File: src/rtl/shake_pkg.sv
// Shared SHAKE definitions: lane width, rate constants, packer states.
// Ports: none (package only).
package shake_pkg;

  localparam int LANE_BITS     = 64;
  localparam int SHAKE128_RATE = 1344;
  localparam int SHAKE256_RATE = 1088;

  typedef enum logic [1:0] {
    S_IDLE  = 2'd0,
    S_FILL  = 2'd1,
    S_FLUSH = 2'd2
  } pkr_state_t;

  // Unused bytes in a final lane holding nb (1..8) bytes.
  function automatic logic [2:0] unused_bytes(
    input logic [3:0] nb
  );
    return 3'(4'd8 - nb);
  endfunction

endpackage

File: src/rtl/shake_msg_packer.sv
// Byte stream to 64-bit little-endian Keccak lane packer for SHAKE absorb.
// Ports: clk, reset (sync, active high); byte side s_valid/s_data/s_last/
//   s_empty/s_ready; lane side m_valid/m_data/m_last/m_byte_num/m_empty/
//   m_block_end/m_ready. Optional msg_bytes[31:0] when the macro
//   SHAKE_PACK_BYTECNT_EN is defined.
module shake_msg_packer
  import shake_pkg::*;
#(
  parameter int RATE_BITS = SHAKE128_RATE,
  parameter int LANE_BITS = shake_pkg::LANE_BITS
) (
  input  logic                 clk,
  input  logic                 reset,
  input  logic                 s_valid,
  input  logic [7:0]           s_data,
  input  logic                 s_last,
  input  logic                 s_empty,
  output logic                 s_ready,
  output logic                 m_valid,
  output logic [LANE_BITS-1:0] m_data,
  output logic                 m_last,
  output logic [2:0]           m_byte_num,
  output logic                 m_empty,
  output logic                 m_block_end,
  input  logic                 m_ready
`ifdef SHAKE_PACK_BYTECNT_EN
  ,
  output logic [31:0]          msg_bytes
`endif
);

  localparam int LANES = RATE_BITS / LANE_BITS;
  localparam int LW = (LANES > 1) ? $clog2(LANES) : 1;
  localparam logic [LW-1:0] LAST_LANE = LW'(LANES - 1);

  pkr_state_t           state;
  logic [LANE_BITS-1:0] acc;
  logic [2:0]           cnt;
  logic                 acc_full;
  logic                 acc_last;
  logic                 acc_empty;
  logic [2:0]           acc_byte_num;
  logic [LW-1:0]        lane_cnt;

  logic                 accept;
  logic                 drain;
  logic                 out_free;
  logic                 from_acc;
  logic                 fin;
  logic                 done;
  logic                 park;
  logic                 emp;
  logic                 be;
  logic [3:0]           nb;
  logic [2:0]           bn;
  logic [LW-1:0]        lane_nxt;
  logic [LANE_BITS-1:0] acc_base;
  logic [LANE_BITS-1:0] lane;

  assign s_ready = !(acc_full && m_valid && !m_ready)
                 && (state != S_FLUSH);

  assign accept   = s_valid && s_ready;
  assign drain    = m_valid && m_ready;
  assign out_free = !m_valid || drain;
  assign from_acc = acc_full && out_free;

  // A byte accepted while acc is full means acc is
  // vacating into the output register this cycle.
  assign acc_base = acc_full ? '0 : acc;

  always_comb begin
    lane = acc_base;
    if (!s_empty)
      lane = acc_base
           | (LANE_BITS'(s_data) << {cnt, 3'b000});
  end

  assign fin  = s_last || s_empty;
  assign done = accept && (fin || cnt == 3'd7);
  assign emp  = s_empty && (cnt == 3'd0);
  assign nb   = {1'b0, cnt} + {3'b000, !s_empty};
  assign bn   = (fin && !emp) ? unused_bytes(nb) : 3'd0;
  assign park = done && (!out_free || acc_full);

  // Lane position seen by the word loaded this cycle.
  assign lane_nxt = !drain ? lane_cnt
                  : (m_last || lane_cnt == LAST_LANE) ? '0
                  : lane_cnt + 1'b1;
  assign be = (lane_nxt == LAST_LANE);

  always_ff @(posedge clk) begin
    if (reset) begin
      state        <= S_IDLE;
      acc          <= '0;
      cnt          <= '0;
      acc_full     <= 1'b0;
      acc_last     <= 1'b0;
      acc_empty    <= 1'b0;
      acc_byte_num <= '0;
      lane_cnt     <= '0;
      m_valid      <= 1'b0;
      m_data       <= '0;
      m_last       <= 1'b0;
      m_byte_num   <= '0;
      m_empty      <= 1'b0;
      m_block_end  <= 1'b0;
    end else begin
      if (drain) begin
        m_valid  <= 1'b0;
        lane_cnt <= lane_nxt;
      end

      if (from_acc) begin
        m_valid     <= 1'b1;
        m_data      <= acc;
        m_last      <= acc_last;
        m_byte_num  <= acc_byte_num;
        m_empty     <= acc_empty;
        m_block_end <= be;
      end else if (done && out_free) begin
        m_valid     <= 1'b1;
        m_data      <= lane;
        m_last      <= fin;
        m_byte_num  <= bn;
        m_empty     <= emp;
        m_block_end <= be;
      end

      if (accept) begin
        if (done) begin
          cnt <= '0;
          if (park) begin
            acc          <= lane;
            acc_full     <= 1'b1;
            acc_last     <= fin;
            acc_byte_num <= bn;
            acc_empty    <= emp;
          end else begin
            acc      <= '0;
            acc_full <= 1'b0;
          end
        end else begin
          acc      <= lane;
          cnt      <= cnt + 3'd1;
          acc_full <= 1'b0;
        end
      end else if (from_acc) begin
        acc      <= '0;
        acc_full <= 1'b0;
      end

      unique case (state)
        S_IDLE:
          if (accept)
            state <= fin ? S_FLUSH : S_FILL;
        S_FILL:
          if (accept && fin)
            state <= S_FLUSH;
        S_FLUSH:
          if (drain && m_last)
            state <= S_IDLE;
        default:
          state <= S_IDLE;
      endcase
    end
  end

`ifdef SHAKE_PACK_BYTECNT_EN
  logic [31:0] cur_bytes;

  // No byte can be accepted while the final word
  // is pending, so cur_bytes is exact at that point.
  always_ff @(posedge clk) begin
    if (reset) begin
      cur_bytes <= '0;
      msg_bytes <= '0;
    end else if (drain && m_last) begin
      msg_bytes <= cur_bytes;
      cur_bytes <= '0;
    end else if (accept && !s_empty) begin
      cur_bytes <= cur_bytes + 32'd1;
    end
  end
`else
  // Byte counter not built.
`endif

endmodule

File: config.mk
export PLATFORM = sky130hd
export DESIGN_NAME = shake_msg_packer
export DESIGN_NICKNAME = d
export VERILOG_FILES = /design/src/rtl/shake_pkg.sv /design/src/rtl/shake_msg_packer.sv
export SDC_FILE = /design/constraint.sdc
export NUM_CORES = 1
export LEC_CHECK = 0
export ABC_AREA = 1
export CAP_MARGIN = 25
export CORE_MARGIN = 2
export CORE_UTILIZATION = 34
export CTS_CLUSTER_DIAMETER = 50
export DETAILED_ROUTE_END_ITERATION = 6
export GPL_ROUTABILITY_DRIVEN = 0
export PLACE_DENSITY = 0.56
export SLEW_MARGIN = 10
export SYNTH_ARGS = -nofsm -noshare
export SYNTH_HDL_FRONTEND = slang
export SYNTH_SLANG_ARGS = --single-unit
File: constraint.sdc
create_clock -name clk -period 3.96 [get_ports clk]
set_input_delay 0.792 -clock clk [delete_from_list [all_inputs] [get_ports clk]]
set_output_delay 0.792 -clock clk [all_outputs]
set_load 0.1 [all_outputs]
# After elaboration in Yosys (flattened, before gate mapping)
# Cells that the tools add are included.
[op_classes]
add_sub_neg = 4
eq_ne = 9
shifts = 1
muxes = 32
bitwise = 1
reduce_logical = 31
[ops]
columns = ["op", "count"]
rows = [
  ["64-bit 2-to-1 mux", 8],
  ["64-bit OR", 1],
  ["8-bit by 6-bit << shifter with 64-bit output", 1],
  ["1-bit logical AND", 13],
  ["1-bit 2-to-1 mux", 13],
  ["3-bit 2-to-1 mux", 4],
  ["5-bit == test, second input constant", 2],
  ["5-bit 2-to-1 mux", 2],
  ["2-bit 2-to-1 mux", 4],
  ["2-bit != test, second input constant", 4],
  ["1-bit logical NOT", 6],
  ["2-bit case mux with 3 select lines", 1],
  ["3-bit AND reduction", 2],
  ["5-bit by 1-bit adder with 5-bit output, second input constant", 1],
  ["1-bit logical OR", 5],
  ["2-bit nonzero test", 2],
  ["3-bit by 1-bit adder with 3-bit output", 1],
  ["3-bit by 1-bit adder with 3-bit output, second input constant", 1],
  ["3-bit == test, second input constant", 1],
  ["3-bit logical NOT", 1],
  ["3-bit nonzero test", 1],
  ["1-bit by 3-bit subtractor with 3-bit output, first input constant", 1],
  ["2-bit by 1-bit == test with 1-bit output, second input constant", 1],
  ["2-bit == test, second input constant", 1],
  ["2-bit logical NOT", 1],
]
[totals]
register_bits = 151
input_bits = 14
out_inout_bits = 72

# Depth between registers and ports, before layout
[logic_depth]
word_depth = 10
mapped_depth = 12
mapped_depth_nobuf = 12

# Worst setup path after synthesis
# No wires, ideal clock.
[synth_timing]
path_kind = "register to output"
startpoint = "register m_valid"
endpoint = "output port s_ready"
arrival_time_ns = 2.498
required_time_ns = 3.168
slack_ns = 0.670
stages_incl_launch_ff = 5
path_buffers = 1
cell_sequence = "dfxtp_1 -> nand2_1 -> nor2_1 -> clkbuf_1 -> nor2_1"
[synth_between]
elab_chain_len = 4
[synth_rtl]
columns = ["item", "line", "rtl"]
rows = [
  ["start, declared", "shake_msg_packer.sv:19", "output logic m_valid,"],
  ["start signal, assigned", "shake_msg_packer.sv:102", "m_valid <= 1'b0;"],
  ["start signal, assigned", "shake_msg_packer.sv:110", "m_valid <= 1'b0;"],
  ["start signal, assigned", "shake_msg_packer.sv:115", "m_valid <= 1'b1;"],
  ["1-bit logical AND (2 in a row)", "shake_msg_packer.sv:60", "assign s_ready = !(acc_full && m_valid && !m_ready)"],
  ["1-bit logical NOT", "shake_msg_packer.sv:60", ""],
  ["1-bit logical AND", "shake_msg_packer.sv:61", "&& (state != S_FLUSH);"],
  ["end, declared", "shake_msg_packer.sv:18", "output logic s_ready,"],
]
# Every way passes these cells.

# Final worst setup path
[layout_timing]
startpoint = "input port m_ready"
endpoint = "output port s_ready"
[layout_between]
elab_chain_len = 4
[layout_rtl]
columns = ["item", "line", "rtl"]
rows = [
  ["start, declared", "shake_msg_packer.sv:25", "input logic m_ready"],
  ["1-bit logical NOT", "shake_msg_packer.sv:60", ""],
  ["1-bit logical AND", "shake_msg_packer.sv:60", ""],
  ["1-bit logical NOT", "shake_msg_packer.sv:60", ""],
  ["1-bit logical AND", "shake_msg_packer.sv:61", ""],
]
# Every way passes these cells.

==> summary.md <==
| Metric | Value |
|---|---|
| Outcome | `complete, no violations` |
| VDD IR max | `0.271 mV` |
| Die Ht | `around 160 um` |
| Port bufs | `85` |
| Unrepaired setup endpoints after global routing | `no` |
| Critical path peak fanout | `4` |
| Io pins | `86` |
| Slew @ Worst Pin | `between 1 and 1.5 ns` |
| Synth Cell Area | `7790 um^2` |
| Placed cell area | `8770 um^2` |
| Initial Util | `34.5%` |
| Total CTS buffers | `17` |
| Crit start category | `primary input` |
| Total grt overflow | `0` |
| Post-CTS Resized | `0` |
| Reg2reg setup slack | `about 1.7 ns` |
| Final Total Pwr | `between 4 and 5 mW` |
| Synth top area share | `about two fifths` |
| Critical Path Start | `m_ready` |
| Final Instance Area | `approximately 9400 um^2` |
| Drt total wl | `22.0 mm` |
| Sequential share of the synthesized area | `just under 40%` |
| Antenna violations before repair | `0` |
| CP max stage cell | `clkdlybuf4s50_1` |
| Pleak | `roughly 3.8 nW` |
| Reg2reg start | `cnt[0]` |
| Critical Path End Type | `output pin` |
| Reg2reg end | `m_byte_num[2]` |
| Crit-path cells | `clkdlybuf4s50_1, inv_1, nand2_1, nor2_4, nor2_1, buf_12` |
| Cell count after synthesis | `between 1000 and 1500` |
| YS warnings | `0` |
| WL per Instance | `between 10 and 15 um` |
| Starting DRT DRC Count | `525` |
| Max-cap violations | `0` |
| Netlist cell types | `26` |
| Flops & latches, synth | `around 150` |
| Cts hold-fix bufs | `0` |
| Largest cells by area after synthesis | `dfxtp_1, nand2_1, inv_1` |
| Crit path to | `s_ready` |
| Post-layout net count | `1283` |
| Min-Delay Path Class | `reg2reg` |
| CP Data Arrival Time | `2.06 ns` |
| Largest net degree at the start of global routing | `slightly below 80` |
| Clock transition at path regs | `0.06 ns` |
| Die Area | `between 20000 and 25000 um^2` |
| Cell Count, Final, Fillers Out | `between 1500 and 2000` |
| Tmin final | `between 2 and 3 ns` |
| Final ANT Viol Nets | `0` |
| Cell taking the most area after synthesis | `dfxtp_1` |
| Clock Skews | `between 0.005 and 0.006 ns` |
| Core Box Area | `roughly 23000 um^2` |
| Crit-path max cell delay | `0.56 ns` |
| DRC Markers | `0` |
| Post-Place Cells | `approximately 1500` |
| Layout cells sized above 1 | `under 10%` |
| Count of final setup violators | `0` |
| Vias per cell | `~4.8` |
| Initial DRT Pass Iterations | `5` |
| Die X | `between 150 and 200 um` |
| Final period util | `71.9%` |
| Rows | `between 50 and 60` |
| Hold Path Depth | `2` |
| Area growth syn-to-layout | `20.2%` |
| Pwr dens | `approximately 480 nW/um^2` |
| Max-slew headroom | `a little under a third` |
| Clk_lat worst skew | `around 0.44 ns` |
| TritonCTS clock tree | `done` |
| Slew Viols, Final | `0` |
| Post-CTS Setup Bufs | `0` |
| Final Util | `between 40% and 50%` |
| Setup TNS | `0 ns` |
| First-pass GRT wire length | `about 36 mm` |
| Hold Violations, Final | `0` |
| Antenna diodes | `0` |
| Via count | `approximately 7500` |
| R2R depth | `10` |
| Syn_nets | `1248` |
| Achievable frequency | `around 350 MHz` |
| H-tree depth | `4` |
| CTS Buffer Depth | `2` |
| Critical path class | `in2out` |
| Clock sink total | `roughly 150` |
| Vias in the first global route | `a little under 7000` |
| Total GRT Usage | `a little under a fifth` |
| Fill cells | `about 2400` |
| CTS root buf | `clkbuf_16` |
| Req. time, crit path | `approximately 3.2 ns` |
| Post-DP HPWL | `13.8 mm` |
| Syn_area_per_cell | `around 6.3 um^2` |
cell type report:
cell class                      count  area [um^2]  area share (%)
Multi-Input combinational cell    817         3710            39.7
Clock inverter                     13          156            1.67
Inverter                          175          657            7.02
Timing Repair Buffer              100         1020            10.9
Sequential cell                   151         3020            32.3
Clock buffer                       19          433            4.63
Tap cell                          285          357            3.81
sequential cells by signal, indices dropped and copies added, names as in the netlist:
| register | cells |
|---|---|
| cnt | 3 |
| acc | 64 |
| m_data | 64 |
| m_valid | 1 |
| lane_cnt | 5 |
| acc_full | 1 |
| m_empty | 1 |
| acc_last | 1 |
| acc_byte_num | 3 |
| state | 2 |
| m_last | 1 |
| m_block_end | 1 |
| acc_empty | 1 |
| m_byte_num | 3 |
report_power, final:
part | internal, mW | switching (mW) | leakage, nW
clock | 0.985 | 0.672 | 0.275
combinational | 0.280 | 0.904 | 2.28
sequential | 1.60 | 0.0468 | 1.23
synth_stat cells (all sizes together):
cell     count
a21oi       74
clkinv       2
o22ai       64
or2          1
nand3b       1
dfxtp      151
nand3       86
o2111ai      1
o21ai       77
nor3        24
buf         50
clkbuf      34
ha           7
nor2       174
o21bai       1
inv        173
nand2      306
nand4        1
stage by stage:
step / hold slack (ns) / setup WS, ns
final: 0.463 / 1.11
after global routing: 0.477 / 0.993
after CTS: 0.465 / 1.11
after detailed placement: 0.456 / 1.13
after global placement: 0.452 / 1.11
after floorplan: 0.444 / 0.670
metal layers:
layer | wire [um] | vias to the layer above | global-route usage (%)
met3 | 820 | 24 | 3.15
li1 | - | 3931 | -
met5 | 0 | - | 0
met4 | 344 | 0 | 6.29
met1 | 10800 | 3441 | 25.6
met2 | 10000 | 142 | 29.4
critical path, delay by kind of cell:
| family | cells | cell delay (ns) |
|---|---|---|
| and+or+nand+nor | 3 | 0.43 |
| buffers and inverters | 3 | 0.83 |
cell families (layout without fill, tap and decap cells):
kind of cell	Yosys count	in the layout	share of synthesized area [%]
compound gates	217	217	15.3
fa+ha+maj	7	7	1.12
buf+inv	259	307	13.7
flops	151	151	38.8
simple gates	593	593	31.0
cell usage in the layout, fill, tap and decap left out:
cell type / count
a21oi_1: 73
a21oi_4: 1
buf_12: 5
buf_2: 1
buf_4: 11
bufinv_16: 3
clkbuf_1: 2
clkbuf_16: 17
clkdlybuf4s50_1: 83
clkinv_1: 2
clkinv_2: 4
clkinv_4: 1
clkinvlp_4: 5
dfxtp_1: 151
ha_1: 7
inv_1: 167
inv_2: 6
nand2_1: 305
nand2_2: 1
nand3_1: 86
nand3b_4: 1
nand4_1: 1
nor2_1: 166
nor2_2: 3
nor2_4: 5
nor3_1: 24
o2111ai_1: 1
o21ai_0: 76
o21ai_4: 1
o21bai_1: 1
o22ai_1: 64
or2_2: 1
worst min-delay path by stage:
stage | startpoint | to
after floorplan | acc[50] | acc[50]
after global placement | acc[39] | acc[39]
after detailed placement | acc[26] | acc[26]
after CTS | acc[27] | acc[27]
after global routing | acc[26] | acc[26]
final | acc[27] | acc[27]
(Power assumes the default switching activity.)
